[config.mk]
export PLATFORM = sky130hd
export DESIGN_NAME = tx_block
export DESIGN_NICKNAME = d
export VERILOG_FILES = /design/src/rtl/uart_pkg.sv /design/src/rtl/tx_bit_timer.sv /design/src/rtl/tx_block.sv
export SDC_FILE = /design/constraint.sdc
export NUM_CORES = 1
export LEC_CHECK = 0
export CORE_ASPECT_RATIO = 1.5
export CORE_MARGIN = 5
export CORE_UTILIZATION = 40
export DETAILED_ROUTE_END_ITERATION = 16
export GPL_TIMING_DRIVEN = 0
export PLACE_DENSITY = 0.72
export SLEW_MARGIN = 20
export SYNTH_ARGS = -nofsm -noshare
export SYNTH_HDL_FRONTEND = slang
export SYNTH_SLANG_ARGS = --single-unit
[constraint.sdc]
create_clock -name clk -period 6.6 [get_ports clk]
set_clock_uncertainty 0.05 [all_clocks]
set_input_delay 1.32 -clock clk [delete_from_list [all_inputs] [get_ports clk]]
set_output_delay 1.32 -clock clk [all_outputs]
set_load 0.1 [all_outputs]
[src/rtl/uart_pkg.sv]
// Shared UART definitions: transmitter FSM states, line levels and settings helpers.
package uart_pkg;

  typedef enum logic [1:0] {
    IDLE  = 2'd0,
    START = 2'd1,
    DATA  = 2'd2,
    STOP  = 2'd3
  } tx_state_t;

  localparam logic        START_BIT      = 1'b0;
  localparam logic        STOP_BIT       = 1'b1;
  localparam int unsigned MIN_BIT_PERIOD = 2;
  localparam int unsigned MIN_DATA_SIZE  = 5;
  localparam int unsigned SIZE_WIDTH     = 4;

  // Legal frame sizes pass through; anything else falls back to the full width.
  function automatic logic [SIZE_WIDTH-1:0] clamp_size(
    input logic [SIZE_WIDTH-1:0] size,
    input logic [SIZE_WIDTH-1:0] max_size
  );
    if ((size >= SIZE_WIDTH'(MIN_DATA_SIZE)) && (size <= max_size)) begin
      return size;
    end
    return max_size;
  endfunction

endpackage

[src/rtl/tx_bit_timer.sv]
// Bit timer: counts 1..i_bp and wraps, with a registered end-of-bit strobe.
module tx_bit_timer #(
  parameter int unsigned BP_WIDTH = 14
) (
  input  logic                clk,
  input  logic                n_rst,
  input  logic                i_clr,
  input  logic                i_run,
  input  logic                i_run_nxt,
  input  logic [BP_WIDTH-1:0] i_bp,
  output logic                o_bit_end,
  output logic                o_bit_end_nxt_c
);

  logic [BP_WIDTH-1:0] r_cnt;
  logic [BP_WIDTH-1:0] w_cnt_nxt;
  logic                r_bit_end;

  // A clear loads 1 so the first clock of every state already counts.
  always_comb begin
    w_cnt_nxt = r_cnt;
    if (i_clr) begin
      w_cnt_nxt = BP_WIDTH'(1);
    end else if (i_run) begin
      w_cnt_nxt = r_bit_end ? BP_WIDTH'(1) : r_cnt + BP_WIDTH'(1);
    end
  end

  assign o_bit_end_nxt_c = i_run_nxt && (w_cnt_nxt == i_bp);
  assign o_bit_end       = r_bit_end;

  always_ff @(posedge clk or negedge n_rst) begin
    if (!n_rst) begin
      r_cnt     <= '0;
      r_bit_end <= 1'b0;
    end else begin
      r_cnt     <= w_cnt_nxt;
      r_bit_end <= o_bit_end_nxt_c;
    end
  end

endmodule

[src/rtl/tx_block.sv]
// UART transmitter: valid/ready byte intake, start/data/stop framing, registered line output.
module tx_block
  import uart_pkg::*;
#(
  parameter int unsigned BP_WIDTH = 14,
  parameter int unsigned DATA_MAX = 8
) (
  input  logic                  clk,
  input  logic                  n_rst,
  input  logic [DATA_MAX-1:0]   tx_data,
  input  logic                  tx_valid,
  output logic                  tx_ready,
  input  logic [BP_WIDTH-1:0]   bit_period,
  input  logic [SIZE_WIDTH-1:0] data_size,
  output logic                  serial_out,
  output logic                  tx_busy,
  output logic                  tx_done
);

  tx_state_t             r_state;
  tx_state_t             w_state_nxt;
  logic [DATA_MAX-1:0]   r_shreg;
  logic [DATA_MAX-1:0]   w_shreg_nxt;
  logic [BP_WIDTH-1:0]   r_bp;
  logic [BP_WIDTH-1:0]   w_bp_nxt;
  logic [SIZE_WIDTH-1:0] r_size;
  logic [SIZE_WIDTH-1:0] w_size_nxt;
  logic [SIZE_WIDTH-1:0] r_bitcnt;
  logic [SIZE_WIDTH-1:0] w_bitcnt_nxt;
  logic                  r_serial;
  logic                  w_serial_nxt;
  logic                  r_ready;
  logic                  w_ready_nxt;
  logic                  r_busy;
  logic                  w_busy_nxt;
  logic                  r_done;
  logic                  w_done_nxt;

  logic w_accept;
  logic w_last_bit;
  logic w_bit_end;
  logic w_bit_end_nxt;
  logic w_tmr_clr;
  logic w_tmr_run;
  logic w_tmr_run_nxt;

  assign w_accept      = tx_valid && r_ready;
  assign w_last_bit    = (r_bitcnt == (r_size - SIZE_WIDTH'(1)));
  assign w_tmr_clr     = (w_state_nxt != r_state);
  assign w_tmr_run     = (r_state != IDLE);
  assign w_tmr_run_nxt = (w_state_nxt != IDLE);

  tx_bit_timer #(
    .BP_WIDTH (BP_WIDTH)
  ) u_bit_timer (
    .clk             (clk),
    .n_rst           (n_rst),
    .i_clr           (w_tmr_clr),
    .i_run           (w_tmr_run),
    .i_run_nxt       (w_tmr_run_nxt),
    .i_bp            (r_bp),
    .o_bit_end       (w_bit_end),
    .o_bit_end_nxt_c (w_bit_end_nxt)
  );

  // Next state, datapath and look-ahead outputs so every port comes straight from a flop.
  always_comb begin
    w_state_nxt  = r_state;
    w_shreg_nxt  = r_shreg;
    w_bp_nxt     = r_bp;
    w_size_nxt   = r_size;
    w_bitcnt_nxt = r_bitcnt;

    case (r_state)
      IDLE:    if (w_accept) w_state_nxt = START;
      START:   if (w_bit_end) w_state_nxt = DATA;
      DATA:    if (w_bit_end && w_last_bit) w_state_nxt = STOP;
      STOP:    if (w_bit_end) w_state_nxt = w_accept ? START : IDLE;
      default: w_state_nxt = IDLE;
    endcase

    if (w_accept) begin
      w_shreg_nxt  = tx_data;
      w_bp_nxt     = (bit_period < BP_WIDTH'(MIN_BIT_PERIOD)) ? BP_WIDTH'(MIN_BIT_PERIOD)
                                                               : bit_period;
      w_size_nxt   = clamp_size(data_size, SIZE_WIDTH'(DATA_MAX));
      w_bitcnt_nxt = '0;
    end else if ((r_state == DATA) && w_bit_end) begin
      w_shreg_nxt  = r_shreg >> 1;
      w_bitcnt_nxt = r_bitcnt + SIZE_WIDTH'(1);
    end

    case (w_state_nxt)
      START:   w_serial_nxt = START_BIT;
      DATA:    w_serial_nxt = w_shreg_nxt[0];
      default: w_serial_nxt = STOP_BIT;
    endcase

    w_done_nxt  = (w_state_nxt == STOP) && w_bit_end_nxt;
    w_ready_nxt = (w_state_nxt == IDLE) || w_done_nxt;
    w_busy_nxt  = (w_state_nxt != IDLE);
  end

  always_ff @(posedge clk or negedge n_rst) begin
    if (!n_rst) begin
      r_state  <= IDLE;
      r_shreg  <= '0;
      r_bp     <= '0;
      r_size   <= '0;
      r_bitcnt <= '0;
      r_serial <= STOP_BIT;
      r_ready  <= 1'b1;
      r_busy   <= 1'b0;
      r_done   <= 1'b0;
    end else begin
      r_state  <= w_state_nxt;
      r_shreg  <= w_shreg_nxt;
      r_bp     <= w_bp_nxt;
      r_size   <= w_size_nxt;
      r_bitcnt <= w_bitcnt_nxt;
      r_serial <= w_serial_nxt;
      r_ready  <= w_ready_nxt;
      r_busy   <= w_busy_nxt;
      r_done   <= w_done_nxt;
    end
  end

  assign serial_out = r_serial;
  assign tx_ready   = r_ready;
  assign tx_busy    = r_busy;
  assign tx_done    = r_done;

endmodule

==> out/qor.yml, run 1 <==
critical_path:
  critPathCaptureType: "flip-flop"
  cp.required_ns: 6.80
  cp_data_arrival_time_ns: 3.79
  critPathLaunchType: "input port"
  crit_type: "in -> reg"
  crit_path_max_fanout: 8
drt:
  route.met3.wl_um: 230
  via_count: 2332
  firstDrtPassIters: 4
  ant_nets: 0
  met2_length_um: 3160
  wl_um: 6100
  met1_length_um: 2510
  drc: 0
  avgRoutedWirePerCell_um: 14.3
  viasPerCell: 5.47
  first_iter_violations: 133
  top_layer_used: "met4"
placement:
  dpl-instance-area_um2: 3140
  detailed_place_hpwl_um: 4600
  io_buffer_count: 32
  gp_congestion: 0.884
  dp_worst_setup_slack_ns: 2.70
power:
  irDropWorstVdd_mv: 0.194
  clock_power_share_pct: 15.2
  pwr-share-comb_pct: 39.3
  p_sw_share_pct: 39.7
  intPower_mw: 0.728
  p_leak_nw: 1.36
  p_sw_mw: 0.479
  powerDensity_nw_per_um2: 373
  seqPwrFrac_pct: 45.5
  p_total_mw: 1.21
layout:
  final_core_util_pct: 47.8
  design_area_um2: 3230
  layout.cells.most_common: "nand2_1"
  layout_common_cells: "77 x nand2_1, 49 x dfrtp_1, 31 x clkdlybuf4s50_1, 22 x nor2_1"
  syn2layout_area_growth_pct: 18.4
  fill_cells: 670
  drive_gt1_share_pct: 6.03
  fin_nets: 380
  antenna_cells: 0
  multi_input_area_um2: 1360
  seq_area_um2: 1280
die:
  dieArea_um2: 8610
  die_w_um: 77.4
  rows: 37
  ioPinCount: 33
  fp.dieH_um: 111
  initial_core_util_pct: 40.4
  core-area_um2: 6760
cts:
  cts_setup_buffers: 0
  htreeDepth: 2
  ctsLongestPathBuffers: 2
  cts_made_buffers: 5
  cts_tree: "yes"
  ctsHoldBuffers: 0
  clock_sinks: 51
  post_cts_resized: 0
  root_buffer: "clkbuf_8"
  worst_skew_pair.late_latency_ns: 0.31
  clkSlewWorstSetupHoldPaths_ns: 0.09
sta:
  min_period_ns: 3.59
  setup_viol: 0
  rsz0062_at_grt: "no"
  finalHoldViolations: 0
  maxSlewHeadroom_pct: 35.1
  timing.final.crit_share_pct: 54.5
  fin_setup_tns_ns: 0
  maxSlewViolCount: 0
  fmax_mhz: 278
  layout_setup_ws_ns: 3.01
  worst_pin_slew_ns: 0.970
logic_synthesis:
  syn_inst: 309
  yosys_warnings: 0
  synthDistinctLibCells: 51
  synth-main-ff-cell: "dfrtp_1"
  syn_area_um2: 2730
  yosys_register_bits: 51
  synthArstFlopShare_pct: 100
  ys_seq_area_share_pct: 46.9
  synth-edff-count: 0
  synth_fp_nets: 341
  avgSynthCellArea_um2: 8.83
global_routing:
  grt_usage_pct: 14.8
  grt_max_degree: 52
  grt_pass1_vias: 2327
  antenna_found_initial: 0
  overflow: 0
  grt_pass1_wl_um: 10400
job:
  maxCapViolations: 0
min_path:
  hold_path_class: "reg -> reg"
status:
  outcome: "finished clean"
## synthesized netlist by cell type (all sizes together), types with 2 or more instances
cell / n / area [um^2]
ha: 3 / 37.5
or3: 2 / 12.5
nor3b: 4 / 35.0
clkbuf: 11 / 41.3
buf: 4 / 18.8
and2: 2 / 12.5
o21a: 2 / 15.0
a211oi: 3 / 27.5
o21ai: 11 / 55.1
nand3: 10 / 55.1
dfrtp: 49 / 1230
nor2: 22 / 82.6
o2111ai: 3 / 32.5
a21oi: 14 / 70.1
mux2i: 2 / 20.0
a31oi: 9 / 56.3
xor2: 10 / 87.6
or4: 3 / 22.5
or2: 3 / 18.8
o31ai: 3 / 22.5
nand2: 77 / 289
dfstp: 2 / 52.6
xnor2: 14 / 123
nand4: 5 / 31.3
nor3: 7 / 40.0
inv: 8 / 30.0
and3: 4 / 25.0
nand3b: 3 / 22.5
nor4: 6 / 43.8
## sequential cells by signal, indices dropped and copies added (netlist names), 2 cells and up
name	cells
r_bp	14
r_size	4
r_state	2
u_bit_timer.r_cnt	14
r_shreg	8
r_bitcnt	4
## layout make-up
cell class | count | share of cell area, %
inverter | 8 | 0.929
tap | 78 | 3.02
timing repair buffer | 32 | 9.83
sequential | 51 | 39.6
clock buffer | 6 | 2.56
multi-input combinational | 235 | 42.1
clock inverter | 1 | 0.155
buffer | 15 | 1.86
## power groups by stage
stage               Combinational [mW]  Sequential, mW  Clock, mW
finish                           0.474           0.549      0.183
global route                     0.530           0.571      0.197
CTS                              0.476           0.549      0.187
detailed placement               0.473           0.555          0
global placement                 0.458           0.550          0
floorplan                        0.334           0.562          0
## critical path, cell delays in order
cell and delay (ns):
clkdlybuf4s50_1 0.57, and2_1 0.15, clkbuf_1 0.28, o21ai_0 0.15, a211o_1 0.31, nor4_1 0.32
nand4_1 0.18, a211oi_2 0.29, and4_1 0.21
## per-stage QoR
step | cells | hold slack [ns]
floorplan | 309 | 0.416
global placement | 419 | 0.436
finish | 426 | 0.457
detailed placement | 419 | 0.440
CTS | 426 | 0.460
global route | 426 | 0.490
## worst paths after layout
check | end | slack (ns) | start | cells past startpoint
worst max-delay path | tx_done | 3.01 | tx_valid | 9
min in group asynchronous | r_bp[5] | 0.97 | n_rst | 1
max in group asynchronous | r_shreg[3] | 5.10 | n_rst | 1
worst max register to register | tx_done | 4.01 | tx_ready | 8
worst min-delay path | r_shreg[7] | 0.46 | r_shreg[7] | 2
worst min register to register | r_shreg[7] | 0.46 | r_shreg[7] | 2
## cells by family (layout without fill, tap and decap cells)
family | after synthesis | count (layout) | share of synthesized area, %
fa+ha+maj | 4 | 4 | 1.74
flops | 51 | 51 | 46.9
xor+xnor | 24 | 24 | 7.70
buf+inv | 23 | 62 | 3.30
simple gates | 151 | 151 | 26.4
compound gates | 54 | 54 | 13.3
mux | 2 | 2 | 0.734
## layer usage
metal / track usage, % / vias to the layer above
met5: 0 / -
met1: 17.3 / 1127
met4: 7.34 / 0
met3: 2.03 / 12
met2: 26.0 / 41
li1: - / 1152
No activity file was read; power rests on OpenSTA's default activity.
==> run 2: changes to the inputs <==
--- a/config.mk
+++ b/config.mk
@@ -10,7 +10,7 @@
 export CORE_UTILIZATION = 40
 export DETAILED_ROUTE_END_ITERATION = 16
 export GPL_TIMING_DRIVEN = 0
-export PLACE_DENSITY = 0.72
+export PLACE_DENSITY = 0.74
 export SLEW_MARGIN = 20
 export SYNTH_ARGS = -nofsm -noshare
 export SYNTH_HDL_FRONTEND = slang
==> constraint.sdc (replaced) <==
create_clock -name clk -period 3.2 [get_ports clk]
set_clock_uncertainty 0.05 [all_clocks]
set_input_delay 0.64 -clock clk [delete_from_list [all_inputs] [get_ports clk]]
set_output_delay 0.64 -clock clk [all_outputs]
set_load 0.1 [all_outputs]
==> run 2 against run 1 <==
Effect of this change:
- clock power increased by 140%
- via count about the same
- first-iteration DRC count grew 15%
- non-clock buffer count down 1
- highest routed layer unchanged
==> out/qor.yml, run 2 (same netlist as run 1, synthesis figures left out) <==
status:
  outcome: "finished clean"
power:
  powerDensity_nw_per_um2: 784
  seqPwrFrac_pct: 44.4
  p_total_mw: 2.54
  irDropWorstVdd_mv: 0.418
  p_sw_mw: 0.979
  p_leak_nw: 1.36
  pwr-share-comb_pct: 38.2
  clock_power_share_pct: 17.4
  p_sw_share_pct: 38.5
  intPower_mw: 1.57
die:
  ioPinCount: 33
  die_w_um: 77.4
  core-area_um2: 6760
  dieArea_um2: 8610
  rows: 37
  initial_core_util_pct: 40.4
  fp.dieH_um: 111
placement:
  dp_worst_setup_slack_ns: -0.182
  dpl-instance-area_um2: 3140
  dp_cells: 419
  detailed_place_hpwl_um: 4760
  gp_congestion: 0.824
  io_buffer_count: 32
critical_path:
  crit_path_max_fanout: 8
  cp_top_family: "simple AND/OR/NAND/NOR gates"
  crit_chain: "clkdlybuf4s50_1, and2_1, clkbuf_1, o21ai_0, a211o_1, nor4_1, nand4_1, a211oi_2, and4_1"
  cp_data_arrival_time_ns: 3.26
  cp_num_buf_inv: 2
  critPathCaptureType: "flip-flop"
  critPathLaunchType: "input port"
  slowest_delay_ns: 0.57
  cp_slowest_cell: "clkdlybuf4s50_1"
  cp.required_ns: 3.40
  crit_type: "in -> reg"
cts:
  cts_made_buffers: 5
  worst_skew_pair.late_latency_ns: 0.30
  cts_setup_buffers: 0
  root_buffer: "clkbuf_8"
  cts_tree: "yes"
  post_cts_resized: 0
  clkSlewWorstSetupHoldPaths_ns: 0.09
  ctsLongestPathBuffers: 2
  clock_sinks: 51
  htreeDepth: 2
  ctsHoldBuffers: 0
layout:
  syn2layout_area_growth_pct: 19.0
  fin_nets: 379
  final_core_util_pct: 48.0
  layout.cells.most_common: "nand2_1"
  stdcell_count: 426
  antenna_cells: 0
  design_area_um2: 3250
  largestRegisters: "r_bp (14), u_bit_timer.r_cnt (14), r_shreg (8)"
  layout_common_cells: "77 x nand2_1, 49 x dfrtp_1, 31 x clkdlybuf4s50_1, 22 x nor2_1"
  drive_gt1_share_pct: 5.75
drt:
  avgRoutedWirePerCell_um: 14.7
  ant_nets: 0
  drc: 0
  viasPerCell: 5.47
  wl_um: 6270
  via_count: 2330
  first_iter_violations: 153
  firstDrtPassIters: 4
global_routing:
  overflow: 0
  antenna_found_initial: 0
  grt_pass1_wl_um: 10400
  grt_usage_pct: 14.9
  grt_pass1_vias: 2292
  grt_max_degree: 52
sta:
  worst_pin_slew_ns: 0.972
  layout_setup_ws_ns: 0.134
  maxSlewViolCount: 0
  fin_setup_tns_ns: 0
  finalHoldViolations: 0
  setup_viol: 0
  hold_slack_ns: 0.299
  maxSlewHeadroom_pct: 35.0
  fmax_mhz: 326
  min_period_ns: 3.07
  timing.final.crit_share_pct: 95.8
  rsz0062_at_grt: "no"
min_path:
  hold_path_class: "in -> async"
job:
  maxCapViolations: 0
[run 2: changes by cell type in the layout (fill, tap and decap cells not counted), sizes merged]
| cell | before | now |
|---|---|---|
| bufinv | 0 | 1 |
| clkinv | 1 | 0 |
[run 2: layout make-up]
cell class | instances | area [um^2]
buffer | 14 | 56.3
sequential | 51 | 1280
clock buffer | 7 | 76.3
tap | 78 | 97.6
fill | 652 | 3510
clock inverter | 1 | 30.0
multi-input combinational | 235 | 1360
timing repair buffer | 32 | 318
inverter | 8 | 30.0
[run 2: layer usage]
| layer | vias up | routed length (um) | global-route usage [%] |
|---|---|---|---|
| li1 | 1151 | - | - |
| met1 | 1115 | 2530 | 17.3 |
| met2 | 49 | 3300 | 25.3 |
| met3 | 15 | 202 | 2.68 |
| met4 | 0 | 235 | 8.49 |
| met5 | - | 0 | 0 |
[run 2: path summary, 6_finish.rpt]
path                          start   endpoint  slack (ns)  cells past startpoint
hold reg to reg             r_bp[4]    r_bp[4]        0.46                      2
setup reg to reg           tx_ready    tx_done        0.46                      8
max in group asynchronous     n_rst  r_size[3]        2.36                      1
hold / removal                n_rst   r_bp[11]        0.30                      1
setup / recovery           tx_valid    tx_done        0.13                      9
min in group clk            r_bp[4]    r_bp[4]        0.46                      2
[run 2: power by group through the flow]
| stage | Sequential, mW | Clock, mW | Combinational [mW] |
|---|---|---|---|
| final | 1.13 | 0.443 | 0.973 |
| after global routing | 1.17 | 0.475 | 1.09 |
| after CTS | 1.12 | 0.451 | 0.981 |
| after detailed placement | 1.14 | 0 | 0.977 |
| after global placement | 1.13 | 0 | 0.945 |
| after floorplan | 1.16 | 0 | 0.688 |
==> run 3: changes to the inputs <==
--- a/config.mk
+++ b/config.mk
@@ -8,9 +8,11 @@
 export CORE_ASPECT_RATIO = 1.5
 export CORE_MARGIN = 5
 export CORE_UTILIZATION = 40
+export CTS_CLUSTER_SIZE = 8
 export DETAILED_ROUTE_END_ITERATION = 16
 export GPL_TIMING_DRIVEN = 0
 export PLACE_DENSITY = 0.74
+export REMOVE_ABC_BUFFERS = 1
 export SLEW_MARGIN = 20
 export SYNTH_ARGS = -nofsm -noshare
 export SYNTH_HDL_FRONTEND = slang
==> run 3 against run 2 <==
Effect of this change:
- global-route usage shrank 0.63 points
- wire length shrank 5.3%
- clock power shrank 15%
- setup slack gained 0.14 ns
- sequential power is essentially flat
- sequential share of layout area grew 0.85 points
- critical path depth shrank 1
- power shrank 3.4%
- first-iteration DRC count grew 18%
- largest power group unchanged
==> out/qor.yml, run 3 (same netlist as run 1, synthesis figures left out) <==
status:
  outcome: "finished clean"
sta:
  hold_slack_ns: 0.287
  setup_viol: 0
  finalHoldViolations: 0
  maxSlewViolCount: 0
  timing.final.crit_share_pct: 91.3
  fmax_mhz: 342
  layout_setup_ws_ns: 0.278
  fin_setup_tns_ns: 0
  worst_pin_slew_ns: 0.970
  rsz0062_at_grt: "no"
  maxSlewHeadroom_pct: 35.2
  min_period_ns: 2.92
critical_path:
  cp_slowest_cell: "clkdlybuf4s50_1"
  startpoint: "tx_valid"
  cp_top_family: "simple AND/OR/NAND/NOR gates"
  cp_data_arrival_time_ns: 3.12
  rrSetupSlack_ns: 0.44
  critPathLaunchType: "input port"
  crit_path_max_fanout: 26
  slowest_delay_ns: 0.56
  reg2reg_depth: 7
  r2r_end: "tx_done"
  worstReg2RegStart: "r_state[0]"
  critPathCaptureType: "flip-flop"
  cp.required_ns: 3.40
  cp.depth: 8
  crit_chain: "clkdlybuf4s50_1, and2_4, o21ai_0, a211o_1, nor4_1, nand4_1, a211oi_2, and4_1"
  crit_type: "in -> reg"
  cp_num_buf_inv: 1
die:
  rows: 37
  ioPinCount: 33
  die_w_um: 77.4
  dieArea_um2: 8610
  core-area_um2: 6760
  fp.dieH_um: 111
  initial_core_util_pct: 40.4
drt:
  avgRoutedWirePerCell_um: 14.4
  wl_um: 5940
  drc: 0
  via_count: 2284
  first_iter_violations: 180
  ant_nets: 0
  viasPerCell: 5.54
  firstDrtPassIters: 5
global_routing:
  busiest_layer: "met2"
  grt_use_met2_pct: 25.7
  met1_usage_pct: 15.8
  overflow: 0
  grt_pass1_wl_um: 10100
  met3_usage_pct: 1.79
  grt_usage_pct: 14.3
  antenna_found_initial: 0
  grt_pass1_vias: 2207
  grt_max_degree: 52
cts:
  clkSlewWorstSetupHoldPaths_ns: 0.09
  worst_skew_pair.late_latency_ns: 0.31
  ctsLongestPathBuffers: 2
  clock_sinks: 51
  htreeDepth: 2
  ctsHoldBuffers: 0
  cts_tree: "yes"
  cts_made_buffers: 5
  root_buffer: "clkbuf_8"
  cts_setup_buffers: 0
layout:
  stdcell_count: 412
  layout_common_cells: "76 x nand2_1, 49 x dfrtp_1, 31 x clkdlybuf4s50_1, 22 x nor2_1"
  fin_nets: 365
  design_area_um2: 3180
  final_core_util_pct: 47.0
  syn2layout_area_growth_pct: 16.5
  largestRegisters: "r_bp (14), u_bit_timer.r_cnt (14), r_shreg (8)"
  antenna_cells: 0
  drive_gt1_share_pct: 6.29
  fill_cells: 641
  layout.cells.most_common: "nand2_1"
power:
  p_leak_nw: 1.33
  p_total_mw: 2.46
  powerDensity_nw_per_um2: 773
  irDropWorstVdd_mv: 0.377
job:
  maxCapViolations: 0
placement:
  io_buffer_count: 32
  detailed_place_hpwl_um: 4320
  dp_cells: 404
  dp_worst_setup_slack_ns: -0.537
  dpl-instance-area_um2: 3080
  gp_congestion: 0.896
min_path:
  hold_path_class: "in -> async"
run 3: cell count changes in the layout (fill, tap and decap cells not counted):
cell | before | now
clkinvlp_4 | 0 | 2
buf_1 | 1 | 0
clkbuf_1 | 12 | 0
nand2_2 | 0 | 1
clkinv_2 | 0 | 1
nand2_1 | 77 | 76
buf_2 | 3 | 0
and2_4 | 0 | 1
and2_1 | 2 | 1
bufinv_16 | 1 | 0
run 3: final cells by class:
type	count	area [um^2]	share of cell area, %
repair buffers	32	318	10.0
multi-input cells	235	1370	43.0
clock inverters	3	20.0	0.630
clock buffers	5	68.8	2.17
well taps	78	97.6	3.07
flip-flops and latches	51	1280	40.2
inverters	8	30.0	0.945
run 3: layer usage:
metal	routed length (um)	up-vias	part of all wire [%]
met5	0	-	0
met4	230	0	3.9
met3	164	12	2.8
met2	3190	47	54
met1	2350	1099	40
li1	-	1126	-
run 3: how the worst max path moves through the flow:
stage                         end  slack [ns]
after floorplan           tx_done        0.36
after global placement    tx_done       -0.57
after detailed placement  tx_done       -0.54
after CTS                 tx_done        0.10
after global routing      tx_done        0.08
final                     tx_done        0.28
run 3: repair_timing:
item | in CTS | in global routing
cloned | 0 | 0
gates resized for setup | 1 | 2
endpoints found under the setup margin | 3 | 3
run 3: where the power goes:
group	switching [mW]	internal [mW]
clock network	0.222	0.153
registers	0.257	0.900
logic	0.505	0.419
total	0.985	1.47
